--- config.mk ---
export PLATFORM = sky130hd
export DESIGN_NAME = senha_access_ctrl_flat
export DESIGN_NICKNAME = d
export VERILOG_FILES = /design/src/rtl/senha_access_ctrl_if.sv /design/src/rtl/senha_access_ctrl.sv /design/src/flat_wrapper.sv
export SDC_FILE = /design/constraint.sdc
export NUM_CORES = 1
export LEC_CHECK = 0
export ABC_AREA = 1
export ABC_CLOCK_PERIOD_IN_PS = 1850
export BUFFER_PORTS_ARGS = -buffer_cell sky130_fd_sc_hd__buf_2
export CAP_MARGIN = 20
export CORE_MARGIN = 4
export CORE_UTILIZATION = 35
export DETAILED_ROUTE_END_ITERATION = 10
export GPL_TIMING_DRIVEN = 0
export PLACE_DENSITY = 0.62
export SYNTH_ARGS = -nofsm -noshare
export SYNTH_HDL_FRONTEND = slang
export SYNTH_SLANG_ARGS = --single-unit
--- constraint.sdc ---
create_clock -name clk -period 1.85 [get_ports clk]
set_input_delay 0 -clock clk [delete_from_list [all_inputs] [get_ports clk]]
set_output_delay 0 -clock clk [all_outputs]
set_load 0.05 [all_outputs]
--- src/rtl/senha_access_ctrl_if.sv ---
// Front-end and password-RAM signals of the access controller, bundled.
// master is the controller side; slave is the keypad front end plus memory.
interface senha_access_ctrl_if #(
    parameter int ADDR_W = 4,
    parameter int DATA_W = 8
);
    logic              enter;
    logic              prog;
    logic [DATA_W-1:0] senha;
    logic [DATA_W-1:0] mem_rdata;
    logic [ADDR_W-1:0] mem_addr;
    logic              mem_we;
    logic [DATA_W-1:0] mem_wdata;
    logic              status;
    logic              denied;
    logic              locked;
    logic              busy;

    modport master (
        input  enter, prog, senha, mem_rdata,
        output mem_addr, mem_we, mem_wdata, status, denied, locked, busy
    );

    modport slave (
        output enter, prog, senha, mem_rdata,
        input  mem_addr, mem_we, mem_wdata, status, denied, locked, busy
    );
endinterface

--- src/rtl/senha_access_ctrl.sv ---
// Password access controller: scans a synchronous-read password RAM on each
// attempt, grants or denies, locks out after repeated denials, programs slots.
module senha_access_ctrl #(
    parameter int ADDR_W      = 4,
    parameter int DATA_W      = 8,
    parameter int MAX_TRIES   = 3,
    parameter int LOCK_CYCLES = 16
) (
    input  logic                clk,
    input  logic                reset,
    senha_access_ctrl_if.master bus
);
    localparam int DEPTH = 2 ** ADDR_W;
    localparam int FC_W  = $clog2(MAX_TRIES + 1);
    localparam int LT_W  = $clog2(LOCK_CYCLES + 1);

    typedef enum logic [2:0] {IDLE, RD, CMP, GRANT, DENY, LOCK, WR} state_t;

    state_t            state;
    logic              enter_q;
    logic              prog_q;
    logic [DATA_W-1:0] senha_q;
    logic [ADDR_W-1:0] mem_addr;
    logic              mem_we;
    logic [DATA_W-1:0] mem_wdata;
    logic              status;
    logic              denied;
    logic              locked;
    logic              busy;
    logic [ADDR_W-1:0] wr_ptr;
    logic [FC_W-1:0]   fail_cnt;
    logic [LT_W-1:0]   lock_timer;
    logic [DEPTH-1:0]  valid;

    logic enter_rise;
    logic prog_rise;
    logic hit;
    logic last_try;

    assign enter_rise = bus.enter & ~enter_q;
    assign prog_rise  = bus.prog & ~prog_q;
    // An unprogrammed slot never matches, even if the RAM happens to hold senha_q.
    assign hit        = valid[mem_addr] && (bus.mem_rdata == senha_q);
    assign last_try   = (int'(fail_cnt) + 1 == MAX_TRIES);

    assign bus.mem_addr  = mem_addr;
    assign bus.mem_we    = mem_we;
    assign bus.mem_wdata = mem_wdata;
    assign bus.status    = status;
    assign bus.denied    = denied;
    assign bus.locked    = locked;
    assign bus.busy      = busy;

    // NOTE: non-blocking assignments throughout, so every branch sees the
    // pre-edge values of state, mem_addr and the counters.
    always_ff @(posedge clk or negedge reset) begin
        if (!reset) begin
            state      <= IDLE;
            enter_q    <= 1'b0;
            prog_q     <= 1'b0;
            senha_q    <= '0;
            mem_addr   <= '0;
            mem_we     <= 1'b0;
            mem_wdata  <= '0;
            status     <= 1'b0;
            denied     <= 1'b0;
            locked     <= 1'b0;
            busy       <= 1'b0;
            wr_ptr     <= '0;
            fail_cnt   <= '0;
            lock_timer <= '0;
            // NOTE: valid is a flop vector, not RAM, so it is reset; the RAM
            // contents survive but become unreachable until reprogrammed.
            valid      <= '0;
        end else begin
            enter_q <= bus.enter;
            prog_q  <= bus.prog;
            status  <= 1'b0;
            denied  <= 1'b0;
            mem_we  <= 1'b0;

            case (state)
                IDLE: begin
                    if (enter_rise) begin
                        senha_q  <= bus.senha;
                        mem_addr <= '0;
                        busy     <= 1'b1;
                        state    <= RD;
                    end else if (prog_rise) begin
                        senha_q   <= bus.senha;
                        mem_we    <= 1'b1;
                        mem_addr  <= wr_ptr;
                        mem_wdata <= bus.senha;
                        busy      <= 1'b1;
                        state     <= WR;
                    end
                end
                RD: state <= CMP;
                CMP: begin
                    if (hit) begin
                        status <= 1'b1;
                        state  <= GRANT;
                    end else if (mem_addr == '1) begin
                        denied <= 1'b1;
                        state  <= DENY;
                    end else begin
                        mem_addr <= mem_addr + ADDR_W'(1);
                        state    <= RD;
                    end
                end
                GRANT: begin
                    fail_cnt <= '0;
                    busy     <= 1'b0;
                    state    <= IDLE;
                end
                DENY: begin
                    if (last_try) begin
                        lock_timer <= LT_W'(LOCK_CYCLES);
                        fail_cnt   <= '0;
                        locked     <= 1'b1;
                        state      <= LOCK;
                    end else begin
                        fail_cnt <= fail_cnt + FC_W'(1);
                        busy     <= 1'b0;
                        state    <= IDLE;
                    end
                end
                LOCK: begin
                    // Timer reads LOCK_CYCLES..1 across the lockout, one cycle each.
                    lock_timer <= lock_timer - LT_W'(1);
                    if (lock_timer == LT_W'(1)) begin
                        locked <= 1'b0;
                        busy   <= 1'b0;
                        state  <= IDLE;
                    end
                end
                WR: begin
                    valid[wr_ptr] <= 1'b1;
                    wr_ptr        <= wr_ptr + ADDR_W'(1);
                    busy          <= 1'b0;
                    state         <= IDLE;
                end
                default: begin
                    busy  <= 1'b0;
                    state <= IDLE;
                end
            endcase
        end
    end
endmodule

--- src/flat_wrapper.sv ---
// flat-port wrapper written by rule: the top's interface ports become plain ports
module senha_access_ctrl_flat 
#(
    parameter int ADDR_W      = 4,
    parameter int DATA_W      = 8,
    parameter int MAX_TRIES   = 3,
    parameter int LOCK_CYCLES = 16
)
  (clk, reset, bus_enter, bus_prog, bus_senha, bus_mem_rdata, bus_mem_addr, bus_mem_we, bus_mem_wdata, bus_status, bus_denied, bus_locked, bus_busy);
  senha_access_ctrl_if #(.ADDR_W(ADDR_W), .DATA_W(DATA_W)) bus_i ();
  input  logic clk;
  input  logic reset;
  input wire logic [$bits(bus_i.enter)-1:0] bus_enter;
  input wire logic [$bits(bus_i.prog)-1:0] bus_prog;
  input wire logic [$bits(bus_i.senha)-1:0] bus_senha;
  input wire logic [$bits(bus_i.mem_rdata)-1:0] bus_mem_rdata;
  output wire logic [$bits(bus_i.mem_addr)-1:0] bus_mem_addr;
  output wire logic [$bits(bus_i.mem_we)-1:0] bus_mem_we;
  output wire logic [$bits(bus_i.mem_wdata)-1:0] bus_mem_wdata;
  output wire logic [$bits(bus_i.status)-1:0] bus_status;
  output wire logic [$bits(bus_i.denied)-1:0] bus_denied;
  output wire logic [$bits(bus_i.locked)-1:0] bus_locked;
  output wire logic [$bits(bus_i.busy)-1:0] bus_busy;
  assign bus_i.enter = bus_enter;
  assign bus_i.prog = bus_prog;
  assign bus_i.senha = bus_senha;
  assign bus_i.mem_rdata = bus_mem_rdata;
  assign bus_mem_addr = bus_i.mem_addr;
  assign bus_mem_we = bus_i.mem_we;
  assign bus_mem_wdata = bus_i.mem_wdata;
  assign bus_status = bus_i.status;
  assign bus_denied = bus_i.denied;
  assign bus_locked = bus_i.locked;
  assign bus_busy = bus_i.busy;
  senha_access_ctrl #(.ADDR_W(ADDR_W), .DATA_W(DATA_W), .MAX_TRIES(MAX_TRIES), .LOCK_CYCLES(LOCK_CYCLES)) u_core (.clk(clk), .reset(reset), .bus(bus_i));
endmodule
==> results by group, run 1 <==
Timing
  • Finish-stage setup viols: 0
  • Fin. max-slew vios: 0
  • Max frequency: 585 MHz
  • Minimum clock period after layout: 1.71 ns
  • RSZ-0062 raised after global routing: no
  • Layout Skew: 0.0128 ns
  • Setup TNS: 0 ns
  • Worst-margin pin slew: 0.565 ns
  • Hold Vio Cnt, Final: 0
  • Relative slew slack: roughly 62%
  • Hold Worst Slack: 0.145 ns
  • Tcrit/Tclk final: between 90 and 100%
  • Setup WS post-layout: 0.140 ns

Die
  • Die ar.: roughly 9400 um^2
  • Core area: 7730 um^2
  • IO Pins: 37
  • Die width: 96.9 um
  • Die Y: between 90 and 100 um
  • Number of core rows: 32
  • Initial Utilization: 35.8%

Global routing
  • Largest net degree at the start of global routing: 41
  • Vias in the first global route: 2201
  • GR Layer Usage met2: 21.5%
  • First-pass GRT wire length: around 10000 um
  • GRT Max-Usage Layer: met2
  • Antenna violations before repair: 0
  • Total grt overflow: 0
  • GRT met1 Usage: 17.9%
  • Met3 Track Usage GR: between 3 and 4%
  • Tot GR Track Use: between 10 and 15%

Drt
  • Initial DRT Pass Iterations: 4
  • Residual DRC: 0
  • Wire per inst: between 10 and 15 um
  • Final WL: between 5000 and 6000 um
  • ANT nets after route: 0
  • Via-per-instance ratio: 4.58
  • Starting DRT DRC Count: 97
  • Via count: 2210

Min path
  • HP Class: input port to asynchronous set/reset pin

Clock tree
  • Cts bufs inserted: 9
  • Clock Tree Root: clkbuf_8
  • CTS tree: yes
  • Reg clk slew, reported paths: about 0.070 ns
  • Max clock buf depth: 2
  • H-tree depth: 3
  • Worst skew pair latency: 0.34 ns
  • Clock sink total: 57

Setup path
  • Crit Path Max Fanout: 10
  • Slowest cell delay on critical path: 0.45 ns
  • Critical Path Source Type: flop
  • Worst EP arrival: 1.92 ns
  • Req. time, crit path: 2.06 ns
  • Slowest CP cell: dfrtp_1
  • Crit end category: flop
  • CP cell instances: nor2_2, nand2_1, nor2_2, nand2_1, nand2_2, nor3_4, nand3_4, buf_6, o21ai_0
  • WS Path Type: flop to flop

Yosys
  • Compound-gate portion of the synthesized area: approximately a tenth
  • Syn. warnings: 0
  • Syn avg cell area: 8.87 um^2
  • Simple-Gate Fraction of Synth Area: 22.8%
  • Synth Flop Type: dfrtp_1
  • Sequential-to-total area share from yosys stat: 51.5%
  • Mapped Cells: 312
  • Synth Cell Area: roughly 2800 um^2
  • Net count after synthesis: approximately 340
  • Synth area leaders: dfrtp_1 52%, nand2_1 10%, inv_1 6.0%, nand3_1 5.6%, o21ai_0 3.3%
  • Top cell type's share of synthesized area: 51.5%
  • Unique masters post-synth: 30
  • Commonest cells in the synthesized netlist: 77 x nand2_1, 57 x dfrtp_1, 44 x inv_1
  • Post-synth ARST share: 100%
  • Most common cell in the netlist: nand2_1
  • Synth Area in Adders: under 10%
  • Dominant cell type by area after synthesis: dfrtp_1
  • Yosys reg bits: 57
  • Main combinational cell family by area after synthesis: simple AND/OR/NAND/NOR gates
  • EDFF count, synth: 0
  • Post-synthesis mux area share: 0%
  • XOR/XNOR share of the synthesized area: 4.43%

Placement
  • RePlAce Congestion: 0.796
  • Placed cells: 451
  • I/O Buffers: 36
  • Placement Setup Slack: 0.0941 ns
  • Final HPWL DP: 4350 um

Power and ir drop
  • VDD IR-drop max: between 0.4 and 0.5 mV
  • PD cells: 1550 nW/um^2
  • Static leakage: 1.80 nW

Outcome
  • Outcome: complete, no violations

Finish
  • Post-layout nets: 403
  • Non-Filler Instances: 483
  • Share of layout cells above drive strength 1: 24.9%
  • Layout area overhead: 25.0%
  • Antenna cells: 0

Flow run
  • Max-Cap Viols: 0
-- metal layers --
layer | wire [um] | up-vias
li1 | - | 1126
met1 | 2820 | 1046
met5 | 0 | -
met4 | 97 | 0
met3 | 173 | 8
met2 | 2910 | 30
-- placed cells by master, fill, tap and decap left out, types with 2 or more instances in the layout --
master,Yosys,layout
o21ai_2,8,8
o21ai_0,18,18
clkinv_2,0,2
buf_2,2,38
o21ai_1,3,3
a21oi_1,3,2
ha_1,7,7
nor2_2,3,3
buf_6,2,2
clkbuf_8,0,10
xor2_1,4,4
inv_1,44,44
clkinvlp_4,0,3
nor2_1,13,13
dfrtp_1,57,56
buf_4,0,5
nand2_1,77,77
nand4_1,3,3
xnor2_1,10,10
a31o_2,7,7
nand2_2,4,4
o22ai_1,2,2
inv_2,3,3
dlygate4sd3_1,0,11
nor3_4,1,2
nand3_2,1,2
nand3_1,31,30
-- worst paths after layout --
check	from	to	slack, ns	cells after the start
max	u_core.state[1]$_DFFE_PN0P_	u_core.bus.busy$_DFFE_PN0P_	0.14	9
min	reset	u_core.senha_q[5]$_DFFE_PN0P_	0.15	2
max reg2reg	u_core.state[1]$_DFFE_PN0P_	u_core.bus.busy$_DFFE_PN0P_	0.14	9
min reg2reg	u_core.valid[0]$_DFFE_PN0N_	u_core.valid[0]$_DFFE_PN0N_	0.45	2
max in group asynchronous	reset	u_core.bus.mem_addr[0]$_DFFE_PN0P_	1.12	3
min in group clk	bus_mem_rdata[5]	u_core.bus.denied$_DFF_PN0_	0.18	7
-- flip-flops by register name, indices dropped and copies added, names as in the netlist, 2 cells and up --
register              cells
u_core.lock_timer         5
u_core.valid             16
u_core.bus.mem_addr       4
u_core.state              3
u_core.bus.mem_wdata      8
u_core.senha_q            8
u_core.fail_cnt           2
u_core.wr_ptr             4
-- layout make-up --
cell class / count / area (um^2)
fillers: 760 / 4270
flip-flops and latches: 57 / 1430
multi-input cells: 203 / 1140
repair buffers: 53 / 348
inverters: 48 / 184
clock buffers: 11 / 141
well taps: 102 / 128
clock inverters: 5 / 55.1
plain buffers: 4 / 32.5
-- critical path, delay by kind of cell, from the launching register on --
kind	cells	cell delay (ns)
AO/OA/AOI/OAI	1	0.11
buffers and inverters	1	0.17
flip-flops	1	0.45
AND/OR/NAND/NOR	7	0.86
-- repair_timing --
| action | 4_1_cts | 5_1_grt |
|---|---|---|
| endpoints found under the setup margin | 0 | 6 |
| endpoints found under the hold margin | 34 | 0 |
| gates resized for setup | 0 | 4 |
| hold buffers | 11 | 0 |
| buffers inserted | 0 | 5 |
-- cell families (layout without fill, tap and decap cells) --
kind of cell | after synthesis | in the layout
xor+xnor | 14 | 14
buf+inv | 52 | 121
fa+ha+maj | 7 | 7
simple gates | 138 | 138
flops | 57 | 57
compound gates | 44 | 44
-- through the flow --
| stage | utilization [%] | instance area (um^2) | power (mW) |
|---|---|---|---|
| 6_report | 44.8 | 3460 | 5.37 |
| 5_1_grt | 44.8 | 3460 | 5.79 |
| 4_1_cts | 44.0 | 3400 | 5.29 |
| 3_5_place_dp | 40.1 | 3100 | 4.10 |
| 3_3_place_gp | 39.8 | 3080 | 4.03 |
| 2_1_floorplan | - | 2770 | 3.56 |
-- report_power, final --
group	leakage, nW	internal, mW	switching [mW]
combinational	0.960	0.804	1.50
clock	0.0953	0.653	0.494
sequential	0.744	1.61	0.299
Note: power is estimated with default switching activity, not from simulation.
==> run 2: changes to the inputs <==
--- a/config.mk
+++ b/config.mk
@@ -11,2 +11,3 @@
 export CAP_MARGIN = 20
+export CORE_ASPECT_RATIO = 0.5
 export CORE_MARGIN = 4
==> constraint.sdc (replaced) <==
create_clock -name clk -period 1.85 [get_ports clk]
set_input_delay 0.37 -clock clk [delete_from_list [all_inputs] [get_ports clk]]
set_output_delay 0.37 -clock clk [all_outputs]
set_load 0.05 [all_outputs]
==> run 2 against run 1 <==
  * Core utilization up 0.63 points
  * Cell count fell by 2.3%
  * Clock-buffer cell count is 1 higher
  * Sequential cell count stayed put
  * Final area down 1.4%
  * Largest cell class unchanged
  * Register-to-register slack gained 0.04 ns
==> results by group, run 2 (synthesized netlist as in run 1, its figures left out) <==
Drt
  • Via count: 2093 (-5.3%)
  • Final WL: 5580 um (-6.8%)
  • Wire per inst: 11.8 um (-4.7%)
  • Starting DRT DRC Count: 127 (+31%)
  • Initial DRT Pass Iterations: 4 (unchanged)
  • ANT nets after route: 0 (unchanged)
  • Residual DRC: 0 (unchanged)
  • Via-per-instance ratio: 4.43 (-3.1%)

Finish
  • Layout area overhead: 23.3%
  • Register area: 1430 um^2 (unchanged)
  • Antenna cells: 0 (unchanged)
  • Commonest non-fill, non-tap cell in the layout: nand2_1
  • Post-layout nets: 387 (-4.0%)
  • Top reg by flops: u_core.valid
  • Max reg flops: 16 (unchanged)
  • # fillers: 716 (-5.8%)
  • Share of layout cells above drive strength 1: 24.2% (-0.76 points)
  • Area of the multi-input gates: 1140 um^2 (-0.55%)
  • Top flop regs: u_core.valid: 16 flops, u_core.bus.mem_wdata: 8 flops, u_core.senha_q: 8 flops
  • Most frequent cells in the layout: 77 x nand2_1, 56 x dfrtp_1, 44 x inv_1, 37 x buf_2, 30 x nand3_1

Setup path
  • Crit end category: flop
  • R2r startpoint: u_core.state[0]$_DFFE_PN0P_
  • Worst EP arrival: 1.87 ns (-0.05 ns)
  • Reg2Reg Capture Point: u_core.bus.busy$_DFFE_PN0P_
  • WS Path Type: flop to flop
  • R2R setup slack: 0.18 ns (+0.04 ns)
  • Crit Path Max Fanout: 10 (unchanged)
  • Reg2reg path depth: 9 (unchanged)
  • Critical Path Source Type: flop
  • Req. time, crit path: 2.05 ns (about the same)

Timing
  • RSZ-0062 raised after global routing: no
  • Minimum clock period after layout: 1.67 ns (-0.0429 ns)
  • Tcrit/Tclk final: 90.1% (-2.3 points)
  • Layout Skew: 0.00566 ns (-0.00709 ns)
  • Relative slew slack: 60.6% (-1.5 points)
  • Fin. max-slew vios: 0 (unchanged)
  • Worst-margin pin slew: 0.591 ns (+0.0258 ns)
  • Max frequency: 600 MHz (+2.6%)
  • Setup TNS: 0 ns (unchanged)
  • Hold Vio Cnt, Final: 0 (unchanged)
  • Finish-stage setup viols: 0 (unchanged)

Clock tree
  • Cts bufs inserted: 9 (unchanged)
  • Reg clk slew, reported paths: 0.05 ns (-0.02 ns)
  • Worst skew pair latency: 0.32 ns (-0.02 ns)
  • Clock Tree Root: clkbuf_16
  • H-tree depth: 3 (unchanged)
  • Clock sink total: 57 (unchanged)
  • CTS tree: yes
  • Max clock buf depth: 2 (unchanged)
  • CTS Hold Bufs: 0 (-11)

Power and ir drop
  • Static leakage: 1.78 nW (-1.1%)
  • PD cells: 1670 nW/um^2 (+7.6%)
  • Tot Pwr: 5.69 mW (+6.1%)
  • VDD IR-drop max: 0.847 mV (+77%)

Global routing
  • Largest net degree at the start of global routing: 34 (-17%)
  • First-pass GRT wire length: 9920 um (-5.1%)
  • Vias in the first global route: 2102 (-4.5%)
  • GRT Max-Usage Layer: met2
  • Met3 Track Usage GR: 5.47% (+1.5 points)
  • Tot GR Track Use: 13.1% (-0.67 points)
  • Antenna violations before repair: 0 (unchanged)
  • Total grt overflow: 0 (unchanged)
  • GR Layer Usage met2: 19.2% (-2.4 points)
  • GRT met1 Usage: 17.8% (-0.063 points)

Die
  • IO Pins: 37 (unchanged)
  • Die Y: 70.9 um (-27%)
  • Die ar.: 9480 um^2 (+0.92%)
  • Die width: 134 um (+38%)
  • Core area: 7510 um^2 (-2.8%)
  • Number of core rows: 22 (-31%)
  • Initial Utilization: 36.8% (+1.0 points)

Placement
  • Final HPWL DP: 4140 um (-4.9%)
  • I/O Buffers: 36 (unchanged)
  • RePlAce Congestion: 0.784 (-1.5%)

Flow run
  • Max-Cap Viols: 0 (unchanged)

Outcome
  • Outcome: complete, no violations

Min path
  • HP Class: input port to asynchronous set/reset pin
==> run 2: cell type report <==
class	count	share of cell area, %
flip-flops and latches	57	41.8
multi-input cells	203	33.3
clock buffers	12	7.52
repair buffers	37	5.87
inverters	48	5.28
well taps	108	3.96
clock inverters	3	1.17
plain buffers	4	1.03
==> run 2: what timing repair did <==
action                                  CTS  global route
buffers inserted                          0             0
gates resized for setup                   0             3
endpoints found under the setup margin    0             5
==> run 2: power by group <==
group | total [mW] | internal (mW) | switching (mW)
Combinational | 2.17 | 0.713 | 1.46
Clock | 1.63 | 1.10 | 0.530
Sequential | 1.89 | 1.62 | 0.278
Total | 5.69 | 3.43 | 2.26
==> run 2: worst max path at each step <==
stage,startpoint,to,slack [ns],depth (start not counted)
2_1_floorplan,u_core.bus.mem_addr[2]$_DFFE_PN0P_,u_core.bus.mem_addr[1]$_DFFE_PN0P_,0.07,11
3_3_place_gp,u_core.bus.mem_addr[0]$_DFFE_PN0P_,u_core.bus.mem_addr[0]$_DFFE_PN0P_,0.13,10
3_5_place_dp,u_core.bus.mem_addr[0]$_DFFE_PN0P_,u_core.bus.mem_addr[1]$_DFFE_PN0P_,0.12,10
4_1_cts,u_core.bus.mem_addr[0]$_DFFE_PN0P_,u_core.bus.mem_addr[1]$_DFFE_PN0P_,0.09,10
5_1_grt,u_core.bus.mem_addr[0]$_DFFE_PN0P_,u_core.bus.mem_addr[2]$_DFFE_PN0P_,0.0004,10
6_report,u_core.state[0]$_DFFE_PN0P_,u_core.bus.busy$_DFFE_PN0P_,0.18,9
==> run 2: critical path, stage by stage, from the launching register on <==
cell and delay [ns]:
dfrtp_1 0.45, nor2_2 0.21, nand2_1 0.12, nor2_2 0.15
nand2_1 0.08, nand2_2 0.10, nor3_4 0.05, nand3_4 0.12
buf_6 0.18, o21ai_0 0.09
==> run 2: metrics by stage <==
stage | area (um^2) | worst slack, ns | utilization, % | hold WS [ns] | std cells
global route | 3410 | 0.000354 | 45.4 | 0.0897 | 472
floorplan | 2770 | 0.0719 | - | 0.0744 | 312
CTS | 3400 | 0.0857 | 45.3 | 0.0649 | 472
finish | 3410 | 0.183 | 45.4 | 0.0500 | 472
detailed placement | 3100 | 0.117 | 41.3 | 0.412 | 457
global placement | 3080 | 0.132 | 41.0 | 0.437 | 456
==> run 2: metal layers <==
| layer | up-vias | share of wire [%] |
|---|---|---|
| li1 | 1089 | - |
| met1 | 956 | 50 |
| met2 | 42 | 43 |
| met3 | 6 | 5.2 |
| met4 | 0 | 0.93 |
| met5 | - | 0 |
